[src/rtl/step_arbiter.sv]
// rtl/step_arbiter.sv - round-robin job arbiter driving a shared mod-4 step counter
// Optional abort input is enabled by defining STEP_ARB_ABORT_EN.
module step_arbiter #(
  parameter int CNT_W = 4
) (
  input  logic             clk,
  input  logic             reset,
  input  logic             req0_valid,
  input  logic             req0_dir,
  input  logic [CNT_W-1:0] req0_steps,
  output logic             req0_ready,
  input  logic             req1_valid,
  input  logic             req1_dir,
  input  logic [CNT_W-1:0] req1_steps,
  output logic             req1_ready,
  output logic             step_en,
  output logic             step_dir,
  input  logic             wrap_in,
`ifdef STEP_ARB_ABORT_EN
  input  logic             abort,
`endif
  output logic             busy,
  output logic             done_valid,
  output logic             done_id,
  output logic [CNT_W-1:0] done_wraps
);

  typedef enum logic [1:0] {
    IDLE = 2'd0,
    RUN  = 2'd1,
    DONE = 2'd2
  } state_t;

  localparam logic [CNT_W-1:0] ONE  = {{(CNT_W-1){1'b0}}, 1'b1};
  localparam logic [CNT_W-1:0] ZERO = '0;

  state_t           state, state_nxt;
  logic             job_id;
  logic             job_dir;
  logic             last_grant;
  logic [CNT_W-1:0] remaining;
  logic [CNT_W-1:0] wraps;

  logic             any_req;
  logic             grant_id;
  logic             accept;
  logic             sel_dir;
  logic [CNT_W-1:0] sel_steps;
  logic             abort_hit;

`ifdef STEP_ARB_ABORT_EN
  assign abort_hit = abort;
`else
  assign abort_hit = 1'b0;
`endif

  // Arbitration: a lone requester wins; on a tie the one not served last wins.
  assign any_req   = req0_valid | req1_valid;
  assign grant_id  = (req0_valid & req1_valid) ? ~last_grant : req1_valid;
  assign accept    = (state == IDLE) & ~reset & any_req;
  assign sel_dir   = grant_id ? req1_dir   : req0_dir;
  assign sel_steps = grant_id ? req1_steps : req0_steps;

  // State register; reset discards any job in flight.
  always_ff @(posedge clk or posedge reset) begin
    if (reset) begin
      state <= IDLE;
    end else begin
      state <= state_nxt;
    end
  end

  // Next-state and output decode; outputs come from registered state only
  // (plus abort), readies are the one combinational path from the requests.
  always_comb begin
    state_nxt  = state;
    req0_ready = 1'b0;
    req1_ready = 1'b0;
    step_en    = 1'b0;
    step_dir   = 1'b0;
    busy       = 1'b0;
    done_valid = 1'b0;
    done_id    = 1'b0;
    done_wraps = ZERO;
    case (state)
      IDLE: begin
        req0_ready = accept & ~grant_id;
        req1_ready = accept &  grant_id;
        if (accept) begin
          state_nxt = (sel_steps != ZERO) ? RUN : DONE;
        end
      end
      RUN: begin
        busy     = 1'b1;
        step_en  = ~abort_hit;
        step_dir = job_dir;
        if (abort_hit || remaining == ONE) begin
          state_nxt = DONE;
        end
      end
      DONE: begin
        busy       = 1'b1;
        done_valid = 1'b1;
        done_id    = job_id;
        done_wraps = wraps;
        state_nxt  = IDLE;
      end
      default: begin
        state_nxt = IDLE;
      end
    endcase
  end

  // Job datapath: latch on accept, count down steps and count wraps while
  // running, remember the owner for the next tie once the job completes.
  always_ff @(posedge clk or posedge reset) begin
    if (reset) begin
      job_id     <= 1'b0;
      job_dir    <= 1'b0;
      remaining  <= ZERO;
      wraps      <= ZERO;
      last_grant <= 1'b1;
    end else begin
      case (state)
        IDLE: begin
          if (accept) begin
            job_id    <= grant_id;
            job_dir   <= sel_dir;
            remaining <= sel_steps;
            wraps     <= ZERO;
          end
        end
        RUN: begin
          if (!abort_hit) begin
            remaining <= remaining - ONE;
            if (wrap_in) begin
              wraps <= wraps + ONE;
            end
          end
        end
        DONE: begin
          last_grant <= job_id;
        end
        default: begin
          remaining <= ZERO;
        end
      endcase
    end
  end

endmodule

[config.mk]
export PLATFORM = sky130hd
export DESIGN_NAME = step_arbiter
export DESIGN_NICKNAME = d
export VERILOG_FILES = /design/src/rtl/step_arbiter.sv
export SDC_FILE = /design/constraint.sdc
export NUM_CORES = 1
export LEC_CHECK = 0
export BUFFER_PORTS_ARGS = -buffer_cell sky130_fd_sc_hd__buf_2
export CORE_MARGIN = 5
export CORE_UTILIZATION = 53
export CTS_BUF_LIST = sky130_fd_sc_hd__clkbuf_8
export DETAILED_ROUTE_END_ITERATION = 6
export PLACE_DENSITY = 0.78
export RECOVER_POWER = 100
export SYNTH_ARGS = -nofsm -noshare
export SYNTH_HDL_FRONTEND = slang
export SYNTH_SLANG_ARGS = --single-unit
[constraint.sdc]
create_clock -name clk -period 2.15 [get_ports clk]
set_input_delay 0.1075 -clock clk [delete_from_list [all_inputs] [get_ports clk]]
set_output_delay 0.1075 -clock clk [all_outputs]
set_load 0.02 [all_outputs]
# Word-level counts from Yosys, hierarchy flattened
# Index checks and enable logic that the tools add are counted.
dict set report word_totals {
  regBits 13
  latch_bits 0
  mem_bits_rw 0
  romBits 0
  input_bits 15
  out_inout_bits 11
  word_cells 52
  mem_count 0
}
dict set report classes {
  add_sub_neg 2
  n_mul 0
  div 0
  n_lt_le_gt_ge 0
  n_eq_ne 6
  n_shift 0
  mux 20
  bitwise 10
  reduce_logical 8
}
# operator n
set ops {}
lappend ops {{2-to-1 mux 4 bit} 5}
lappend ops {{case mux 4 bit (3 select lines)} 1}
lappend ops {{2-to-1 mux 1 bit} 9}
lappend ops {{case mux 4 bit (2 select lines)} 1}
lappend ops {{2-to-1 mux 2 bit} 3}
lappend ops {{!= test 2 bit, second input constant} 3}
lappend ops {{AND reduction 2 bit} 3}
lappend ops {{AND 1 bit} 5}
lappend ops {{adder 4 x 1 -> 4 bit, second input constant} 1}
lappend ops {{equality test 4 x 1 -> 1 bit, second input constant} 1}
lappend ops {{inverter 1 bit} 4}
lappend ops {{case mux 2 bit (2 select lines)} 1}
lappend ops {{nonzero test 4 bit} 1}
lappend ops {{subtractor 4 x 1 -> 4 bit, second input constant} 1}
lappend ops {{AND reduction 3 bit} 1}
lappend ops {{equality test 2 x 1 -> 1 bit, second input constant} 1}
lappend ops {{equality test 2 bit, second input constant} 1}
lappend ops {{logical NOT 2 bit} 1}
lappend ops {{nonzero test 2 bit} 1}
lappend ops {{OR reduction 2 bit} 1}
lappend ops {{bitwise OR 1 bit} 1}

# Longest topological paths before layout
# Gate-level depths: netlist (run 1).
dict set report logic_depth {
  ltp_word 7
  ltp_mapped 7
  ltp_nobuf 6
}

# Worst setup path before layout (run 1)
# Ideal clock, no wire load.
dict set report synth_timing {
  path_kind {reg2reg}
  start {reg state[1]}
  end {reg remaining[3]}
  setup_time_ps 66
  arrival_time_ps 1582
  t_required_ps 2084
  setup_slack_ps 501
  path_stages_with_launch 7
  n_path_buf 1
  period_less_slack_ps 1649
  cell_sequence {dfrtp_1 inv_1 ha_1 clkbuf_1 inv_1 o32ai_1 a22o_1}
}
dict set report synth_via {
  elab_chain_cells 5
  elab_cells_between_ends 9
  classes_between {eq/ne (3); mux (1); bitwise (3); reduce/logical (2)}
}
# item line
set synth_rtl {}
lappend synth_rtl {{start: declaration} 37} ;# state_t state, state_nxt;
lappend synth_rtl {{start signal: assignment} 69} ;# state <= state_nxt;
lappend synth_rtl {{logical NOT 2 bit} {60, 124}}
lappend synth_rtl {{AND 1 bit (2 in a row)} 60} ;# assign accept = (state == IDLE) & ~reset & any_req;
lappend synth_rtl {{!= test 2 bit (no source line)} --}
lappend synth_rtl {{AND reduction 2 bit (no source line)} --}
lappend synth_rtl {{end signal: assignment} 129} ;# remaining <= sel_steps;
lappend synth_rtl {{end signal: assignment} 135} ;# remaining <= remaining - ONE;
lappend synth_rtl {{end: declaration} 41} ;# logic [CNT_W-1:0] remaining;
# Several ways; a longest one is shown, not always the timed one.
# A chain may end at the register's enable or synchronous reset.

# Worst setup path after layout (run 1)
dict set report layout_timing {
  start {reg state[0]}
  end {reg remaining[2]}
}
# Same word-level chain as after synthesis.

==> metrics.cfg, run 1 <==
[cells_and_area]
mostFrequentLayoutCells=sky130_fd_sc_hd__buf_2 (17), sky130_fd_sc_hd__dfrtp_1 (12), sky130_fd_sc_hd__inv_1 (11), sky130_fd_sc_hd__a21oi_1 (8), sky130_fd_sc_hd__clkbuf_1 (8)
syn2layout_area_growth_pct=19.7
final_net_count=144
antenna_cells=0
most_common_cell_after_layout_fill_and_taps_aside=sky130_fd_sc_hd__buf_2
num-fill-cells=140
drive_gt1_share_pct=23.0

[worst_setup_path]
setup.reg_to_reg.worst_slack_ps=350
critical_path.reg2reg.startpoint=state[0]
r2r_cells=6
path_max_fanout=8
cp.required_ps=2280
critical_path.startpoint=state[0]
crit_buf_inv=2
critical_path.slowest_cell=sky130_fd_sc_hd__a21oi_1
crit_path_max_delay_family=compound AO/OA/AOI/OAI gates
worst_setup_path_endpoint=remaining[2]
cp_slowest_stage_delay_ps=430
setup.worst_path.start_class=flop
regToRegEndpoint=remaining[2]
end_kind=flop
critical_path_depth=6
worstSetupPathType=flop to flop
cp_cell_sequence=inv_1 > ha_1 > buf_4 > a21oi_1 > o21ai_0 > a22o_1
worstPathArrival_ps=1930

[pwr]
internal_power_w=0.000755
power.combinational.fraction_pct=51.4
max-vdd-ir-drop_mv=0.730
power.sequential.fraction_pct=32.7
fin_total_pwr_w=0.00134
power_density_mw_per_mm2=1250
static-leakage-power_nw=0.521
sw_frac_of_total_pct=43.6
clkPwrFrac_pct=15.9
netSwitchingPower_w=0.000585

[timing]
final_max_slew_viol_count=0
slew_at_the_pin_closest_to_its_max_slew_limit_ps=525
worst_hold_slack_ps=89.5
setup_total_negative_slack_ps=0
max_slew_margin_pct=65.0
worst_skew_ps=1.44
post-route-worst-setup-slack_ps=355
hold_viol_final=0
fmaxAchievable_mhz=557
minimum_clock_period_ps=1800
final.period_utilization_pct=83.5
grt_setup_unrepaired=false
finalSetupViolations=0

[die]
chipHeight_um=51.1
initial_core_util_pct=57.3
overall_die_area_mm2=0.00261
ios=26
coreArea_mm2=0.00156
rows=14
floorplan.die.width_um=51.1

[placement]
place_hpwl_mm=1.55
pre_cts_ws_ps=530
routabilityCongestion=0.791
port_buffers=25

[logic_synthesis]
ys_warn_count=0
post_synth_inst_count=93
postSynthNetCount=114
synth_async_sr_flop_share_pct=100
netlist-cell-type-count=35
yosysSeqAreaShare_pct=36.6
syn_avg_cell_area_um2=9.61
post_synth_instance_area_um2=893
synth-edff-count=0
ys_seq_elements=13
synthFlopType=sky130_fd_sc_hd__dfrtp_1

[cts]
cts-root-buf=sky130_fd_sc_hd__clkbuf_8
cts_buffers=3
htree_levels=1
clk-insertion-delay-late_ps=240
cts_post_setup_buffers_inserted=0
clk_transition_reported_paths_ps=50
clock_sink_count=13
tritoncts=yes
clock_path_buffers=2

[worst_hold_path]
path_class_of_the_lowest_slack_min_delay_path=primary input to flop

[routing]
wirelength_mm=2.00
route.detailed.wl_per_inst_um=14.5
vias=786
drc=0
detailedRoute.firstIterationViolations=19
ant_nets=0
drt_pass1_iterations=4
viasPerCell=5.70

[global_routing]
grt_start_max_net_pins=14
grt_pass1_wl_mm=3.45
first_global_vias=748
global_route.overflow_total=0
initial_antenna_violation_count=0
grt_use_total_pct=17.6

[run]
drv.max_cap_violation_count=0

[outcome]
run_status=completed

## sequential cells by signal, summed over array words and instances (netlist names)
name / flops
job_dir: 1
job_id: 1
last_grant: 1
remaining: 4
state: 2
wraps: 4
## through the flow
stage               cell area [um2]  utilization, %  instances
floorplan                       893               -         93
global placement               1040            66.5        133
detailed placement             1040            66.5        133
CTS                            1090            70.1        138
global route                   1070            68.6        138
finish                         1070            68.6        138
## logic make-up after synthesis
kind of cell / Yosys count / share of synthesized area [%]
adders and majority gates: 6 / 8.40
muxes: 6 / 7.14
AOI/OAI and AO/OA: 32 / 29.1
and+or+nand+nor: 24 / 13.6
DFF: 13 / 36.6
buffers and inverters: 12 / 5.18
## final cells by class
| cell class | instances | area (um2) | area share [%] |
|---|---|---|---|
| multi-input cells | 68 | 508 | 47.5 |
| inverters | 10 | 37.5 | 3.51 |
| repair buffers | 27 | 133 | 12.4 |
| clock buffers | 3 | 41.3 | 3.86 |
| well taps | 16 | 20.0 | 1.87 |
| clock inverters | 1 | 3.75 | 0.351 |
| flip-flops and latches | 13 | 327 | 30.5 |
## worst min-delay path by stage
stage                         from        to  depth (start not counted)
after global placement       reset  state[0]                          2
final                     req1_dir   job_dir                          3
after floorplan              reset   job_dir                          1
after detailed placement     reset    job_id                          2
after global routing      req1_dir   job_dir                          3
after CTS                 req1_dir   job_dir                          3
## worst register-to-register path, stage by stage (launching register included)
cell and delay (ps):
sky130_fd_sc_hd__dfrtp_1 350, sky130_fd_sc_hd__inv_1 80, sky130_fd_sc_hd__ha_1 230, sky130_fd_sc_hd__buf_4 170, sky130_fd_sc_hd__a21oi_1 430, sky130_fd_sc_hd__o21ai_0 170
sky130_fd_sc_hd__a22o_1 250
## per-layer routing
metal / global-route usage (%) / share of wire [%]
met3: 3.20 / 5.5
met4: 8.07 / 1.8
met5: 0 / 0
met2: 28.3 / 46
met1: 22.9 / 46
## power by group through the flow
stage                     registers (W)  logic (W)  clock network [W]
after floorplan                0.000416   0.000548                  0
final                          0.000438   0.000689           0.000213
after global placement         0.000436   0.000700                  0
after global routing           0.000453   0.000769           0.000232
after CTS                      0.000437   0.000719           0.000215
after detailed placement       0.000439   0.000717                  0
## synthesized netlist by cell type, drive strengths merged, types with 2 or more instances
cell	instances	area (um2)
a22oi	2	15.0
mux2	3	33.8
a21oi	8	43.8
nand2	7	26.3
a21boi	2	30.0
dfrtp	12	300
and2	6	37.5
a22o	3	26.3
nor2	5	18.8
a211oi	4	40.0
o2bb2ai	3	26.3
inv	10	37.5
ha	6	75.1
a21o	2	15.0
o21bai	2	18.8
mux2i	3	30.0
## repair_timing
item | in CTS | in global routing
gates resized for setup | 0 | 0
hold buffers | 1 | 0
endpoints found under the hold margin | 12 | 0
Power figures use the tool's default switching activity.
==> run 2, diff against run 1 <==
Settings changed: CORE_UTILIZATION 53 to 47, PLACE_DENSITY 0.78 to 0.73.
Clock period 2.15 ns to 1.55 ns, I/O delays scaled along.
==> run 2 against run 1 <==
  * Worst hold slack got worse by 26 ps
  * Power is 48% higher
  * Cell count up 9.4%
  * Critical path type is now flop to primary output
  * Sequential share of layout area shrank 2.0 points
==> metrics.cfg, run 2 (same netlist as run 1, synthesis figures left out) <==
[outcome]
run_status=completed

[timing]
final_max_slew_viol_count=0  ; unchanged
slew_at_the_pin_closest_to_its_max_slew_limit_ps=517  ; -7.86 ps
hold_viol_final=0  ; unchanged
grt_setup_unrepaired=true
worst_skew_ps=0.912  ; -0.524 ps
minimum_clock_period_ps=1480
post-route-worst-setup-slack_ps=69.0  ; -286 ps
final.period_utilization_pct=95.5
max_slew_margin_pct=65.5  ; +0.49 points
finalSetupViolations=0  ; unchanged
fmaxAchievable_mhz=675

[global_routing]
global_route.overflow_total=0  ; unchanged
grt_start_max_net_pins=14  ; unchanged
grt_use_total_pct=17.1  ; -0.45 points
first_global_vias=824  ; +10%
initial_antenna_violation_count=0  ; unchanged
grt_pass1_wl_mm=3.55  ; +3.0%

[pwr]
static-leakage-power_nw=0.562  ; +7.7%
max-vdd-ir-drop_mv=0.998  ; +37%
power_density_mw_per_mm2=1730  ; +38%

[cells_and_area]
area_used_by_multi_input_combinational_logic_um2=534  ; +5.2%
most_common_cell_after_layout_fill_and_taps_aside=sky130_fd_sc_hd__buf_2
reg_top3=remaining x4, wraps x4, state x2
mostFrequentLayoutCells=sky130_fd_sc_hd__buf_2 (16), sky130_fd_sc_hd__dfrtp_1 (12), sky130_fd_sc_hd__inv_1 (10), sky130_fd_sc_hd__nand2_1 (7), sky130_fd_sc_hd__a21oi_1 (7)
drive_gt1_share_pct=34.1  ; +11 points
final_net_count=148  ; +2.8%
syn2layout_area_growth_pct=28.3
num-fill-cells=167  ; +19%
antenna_cells=0  ; unchanged
sequential_cell_area_um2=327  ; unchanged
postLayoutCellArea_mm2=0.00115  ; +7.1%
instances_no_fill=151  ; +9.4%

[worst_setup_path]
setup.worst_path.start_class=flop
regToRegEndpoint=wraps[0]
setup.reg_to_reg.worst_slack_ps=100  ; -250 ps
worstSetupPathType=flop to primary output
end_kind=primary output
r2r_cells=6  ; unchanged
worstPathArrival_ps=1400  ; -530 ps
path_max_fanout=6  ; -2
critical_path.reg2reg.startpoint=state[0]
cp.required_ps=1470  ; -810 ps

[routing]
wirelength_mm=2.09  ; +4.5%
viasPerCell=5.38  ; -5.6%
route.detailed.wl_per_inst_um=13.8  ; -4.5%
drc=0  ; unchanged
detailedRoute.firstIterationViolations=18  ; -1
drt_pass1_iterations=4  ; unchanged
vias=812  ; +3.3%
ant_nets=0  ; unchanged

[die]
ios=26  ; unchanged
rows=15  ; +1
coreArea_mm2=0.00176  ; +13%
chipHeight_um=53.6  ; +5.0%
initial_core_util_pct=50.6  ; -6.7 points
floorplan.die.width_um=53.6  ; +5.0%
overall_die_area_mm2=0.00287  ; +10%

[placement]
dpl_cell_area_mm2=0.00107  ; +3.6%
place_hpwl_mm=1.60  ; +3.0%
pre_cts_ws_ps=36.1  ; -494 ps
port_buffers=25  ; unchanged
routabilityCongestion=0.738  ; -6.8%
place_inst=145  ; +9.0%

[cts]
clk-insertion-delay-late_ps=240  ; about the same
tritoncts=yes
cts_buffers=3  ; unchanged
cts-root-buf=sky130_fd_sc_hd__clkbuf_8
clock_path_buffers=2  ; unchanged
htree_levels=1  ; unchanged
clk_transition_reported_paths_ps=50  ; about the same
clock_sink_count=13  ; unchanged

[run]
drv.max_cap_violation_count=0  ; unchanged

[worst_hold_path]
capture_endpoint_of_the_worst_hold_path=job_dir
worstHoldStart=req1_dir
hold_depth=3  ; unchanged
path_class_of_the_lowest_slack_min_delay_path=primary input to flop

-- run 2: repair_timing --
action,4_1_cts,5_1_grt
gates resized for setup,2,3
hold buffers,1,0
buffers inserted,0,1
pin swaps,0,1
endpoints found under the setup margin,1,10
hold endpoints to repair,12,0
-- run 2: stage by stage --
stage	utilization, %	hold WS (ps)	TNS [ps]	total power, W
after global placement	60.9	146	0	0.00163
final	65.0	63.7	0	0.00198
after detailed placement	60.9	144	0	0.00165
after floorplan	-	-46.3	0	0.00135
after global routing	65.0	101	-5.94	0.00213
after CTS	64.6	64.1	0	0.00197
-- run 2: worst max path at each step --
stage / startpoint / end / slack, ps / depth (start not counted)
floorplan: state[1] / remaining[3] / 10 / 6
global placement: state[0] / wraps[0] / 100 / 6
detailed placement: state[0] / wraps[0] / 40 / 6
CTS: state[1] / step_dir / 20 / 5
global route: last_grant / req1_ready / -4 / 3
finish: state[0] / req0_ready / 70 / 6
-- run 2: critical path: stages (launching register included) --
cell	delay, ps
sky130_fd_sc_hd__dfrtp_1	390
sky130_fd_sc_hd__inv_2	80
sky130_fd_sc_hd__ha_1	160
sky130_fd_sc_hd__nand2b_1	80
sky130_fd_sc_hd__o21bai_4	210
sky130_fd_sc_hd__nor2_1	100
sky130_fd_sc_hd__buf_4	140
-- run 2: where the power goes --
part           internal (W)  switching (W)
logic              0.000468       0.000606
registers          0.000487       0.000118
clock network      0.000175       0.000123
total               0.00113       0.000848
-- run 2: per-layer routing --
metal | up-vias | wire [um] | GRT usage, %
met4 | 0 | 41 | 7.66
met3 | 5 | 107 | 3.05
li1 | 406 | - | -
met2 | 25 | 977 | 30.2
met1 | 376 | 960 | 20.1
met5 | - | 0 | 0
-- run 2: layout make-up --
cell class / count / share of cell area [%]
multi-input cells: 68 / 46.6
flip-flops and latches: 13 / 28.5
repair buffers: 31 / 15.0
clock buffers: 3 / 3.60
inverters: 10 / 3.28
well taps: 25 / 2.73
clock inverters: 1 / 0.328
==> run 3, diff against run 2 <==
Settings changed: HOLD_SLACK_MARGIN from default to 0.12.
==> run 3 against run 2 <==
  * Via count up 0.99%
  * Critical path depth unchanged
  * Worst hold slack better by 81 ps
  * Global-route usage up 0.12 points
  * Critical endpoint unchanged
==> metrics.cfg, run 3 (same netlist as run 1, synthesis figures left out) <==
[cells_and_area]
antenna_cells=0  ; unchanged
most_common_cell_after_layout_fill_and_taps_aside=sky130_fd_sc_hd__buf_2
num-fill-cells=165  ; -1.2%
drive_gt1_share_pct=33.9  ; -0.27 points
final_net_count=149  ; +0.68%
syn2layout_area_growth_pct=29.4
instances_no_fill=152  ; +0.66%
mostFrequentLayoutCells=sky130_fd_sc_hd__buf_2 (16), sky130_fd_sc_hd__dfrtp_1 (12), sky130_fd_sc_hd__inv_1 (10), sky130_fd_sc_hd__nand2_1 (7), sky130_fd_sc_hd__a21oi_1 (7)
layout_utilization_pct=65.5  ; +0.57 points
reg_top3=remaining x4, wraps x4, state x2

[placement]
routabilityCongestion=0.738  ; unchanged
place_inst=145  ; unchanged
place_hpwl_mm=1.60  ; unchanged
port_buffers=25  ; unchanged

[routing]
drt_pass1_iterations=4  ; unchanged
drc=0  ; unchanged
ant_nets=0  ; unchanged
wirelength_mm=2.11  ; +1.2%
detailedRoute.firstIterationViolations=17  ; -1
viasPerCell=5.39  ; +0.32%
route.detailed.wl_per_inst_um=13.9  ; +0.53%
vias=820  ; +0.99%

[worst_setup_path]
critical_path.slowest_cell=sky130_fd_sc_hd__dfrtp_1
end_kind=primary output
cp_slowest_stage_delay_ps=390  ; about the same
cp.required_ps=1470  ; about the same
crit_path_max_delay_family=flip-flops
cp_cell_sequence=inv_2 > ha_1 > nand2b_1 > o21bai_4 > nor2_1 > buf_4
setup.worst_path.start_class=flop
crit_buf_inv=2  ; unchanged
worstPathArrival_ps=1400  ; about the same
worstSetupPathType=flop to primary output
setup.reg_to_reg.worst_slack_ps=100  ; about the same
path_max_fanout=6  ; unchanged

[timing]
grt_setup_unrepaired=true
slew_at_the_pin_closest_to_its_max_slew_limit_ps=517  ; -0.0968 ps
fmaxAchievable_mhz=675  ; about the same
hold_viol_final=0  ; unchanged
finalSetupViolations=0  ; unchanged
worst_skew_ps=0.920  ; +0.00841 ps
final_max_slew_viol_count=0  ; unchanged
final.period_utilization_pct=95.6  ; about the same
worst_hold_slack_ps=145  ; +81.3 ps
max_slew_margin_pct=65.5  ; about the same
setup_total_negative_slack_ps=0  ; unchanged
minimum_clock_period_ps=1480  ; +1.01 ps

[pwr]
power_density_mw_per_mm2=1710  ; -0.63%
internal_power_w=0.00113  ; +0.14%
power.combinational.fraction_pct=54.3  ; about the same
sw_frac_of_total_pct=42.9  ; +0.057 points
static-leakage-power_nw=0.566  ; +0.74%
netSwitchingPower_w=0.000851  ; +0.37%
power.sequential.fraction_pct=30.5  ; about the same
max-vdd-ir-drop_mv=0.998  ; about the same
clkPwrFrac_pct=15.2  ; about the same

[run]
drv.max_cap_violation_count=0  ; unchanged

[global_routing]
initial_antenna_violation_count=0  ; unchanged
grt_start_max_net_pins=14  ; unchanged
gr-usage-met3_pct=3.05  ; unchanged
globalRoute.busiestLayer=met2
grt_pass1_wl_mm=3.59  ; +0.99%
grt_use_total_pct=17.3  ; +0.12 points
gr-usage-met2_pct=30.8  ; +0.61 points
global_route.overflow_total=0  ; unchanged
first_global_vias=838  ; +1.7%
groute.layer.met1.usage_pct=20.0  ; -0.17 points

[die]
floorplan.die.width_um=53.6  ; unchanged
coreArea_mm2=0.00176  ; unchanged
rows=15  ; unchanged
initial_core_util_pct=50.6  ; unchanged
ios=26  ; unchanged
overall_die_area_mm2=0.00287  ; unchanged
chipHeight_um=53.6  ; unchanged

[worst_hold_path]
path_class_of_the_lowest_slack_min_delay_path=primary input to flop

[cts]
clock_sink_count=13  ; unchanged
clock_path_buffers=2  ; unchanged
clk_transition_reported_paths_ps=50  ; about the same
htree_levels=1  ; unchanged
tritoncts=yes
cts-root-buf=sky130_fd_sc_hd__clkbuf_8
cts_buffers=3  ; unchanged
clk-insertion-delay-late_ps=240  ; about the same

[outcome]
run_status=completed

run 3: changes by cell type in the layout (fill, tap and decap cells not counted), sizes merged:
cell,previous run,this run
dlygate4sd3,1,2
run 3: per-stage QoR:
stage / setup slack (ps) / total power, W / area, um2
floorplan: 14.2 / 0.00135 / 901
global placement: 95.3 / 0.00163 / 1070
detailed placement: 36.1 / 0.00165 / 1070
CTS: 22.4 / 0.00198 / 1150
global route: -4.19 / 0.00213 / 1160
finish: 68.0 / 0.00198 / 1160
run 3: cell type report:
class / instances / area [um2] / share of cell area, %
multi-input cells: 68 / 534 / 46.2
flip-flops and latches: 13 / 327 / 28.2
repair buffers: 32 / 181 / 15.7
clock buffers: 3 / 41.3 / 3.57
inverters: 10 / 37.5 / 3.25
well taps: 25 / 31.3 / 2.71
clock inverters: 1 / 3.75 / 0.325
run 3: final timing paths:
| kind | start | cells past startpoint | to |
|---|---|---|---|
| min reg2reg | job_dir | 2 | job_dir |
| max reg2reg | state[0] | 6 | wraps[0] |
| max | state[0] | 6 | req0_ready |
| max in group asynchronous | reset | 3 | last_grant |
| min in group asynchronous | reset | 3 | state[1] |
| min | req0_dir | 3 | job_dir |
run 3: what timing repair did:
action	CTS	global route
hold endpoints to repair	13	0
setup endpoints to repair	1	7
hold buffers	2	0
setup buffers	0	1
resized for setup	2	3
pin swaps	0	1
run 3: layer usage:
metal | vias to the layer above | wire, um
li1 | 408 | -
met3 | 5 | 108
met4 | 0 | 40
met2 | 25 | 1000
met1 | 382 | 959
met5 | - | 0
run 3: power by group through the flow:
| stage | Sequential [W] | Combinational [W] | Clock (W) |
|---|---|---|---|
| 2_1_floorplan | 0.000577 | 0.000776 | 0 |
| 3_3_place_gp | 0.000600 | 0.00103 | 0 |
| 5_1_grt | 0.000625 | 0.00119 | 0.000320 |
| 6_report | 0.000606 | 0.00108 | 0.000301 |
| 4_1_cts | 0.000601 | 0.00107 | 0.000301 |
| 3_5_place_dp | 0.000604 | 0.00105 | 0 |
run 3: worst min-delay path: cells and delay by family:
kind | cells | cell delay [ps]
AOI/OAI and AO/OA | 1 | 120
buffers and inverters | 2 | 130
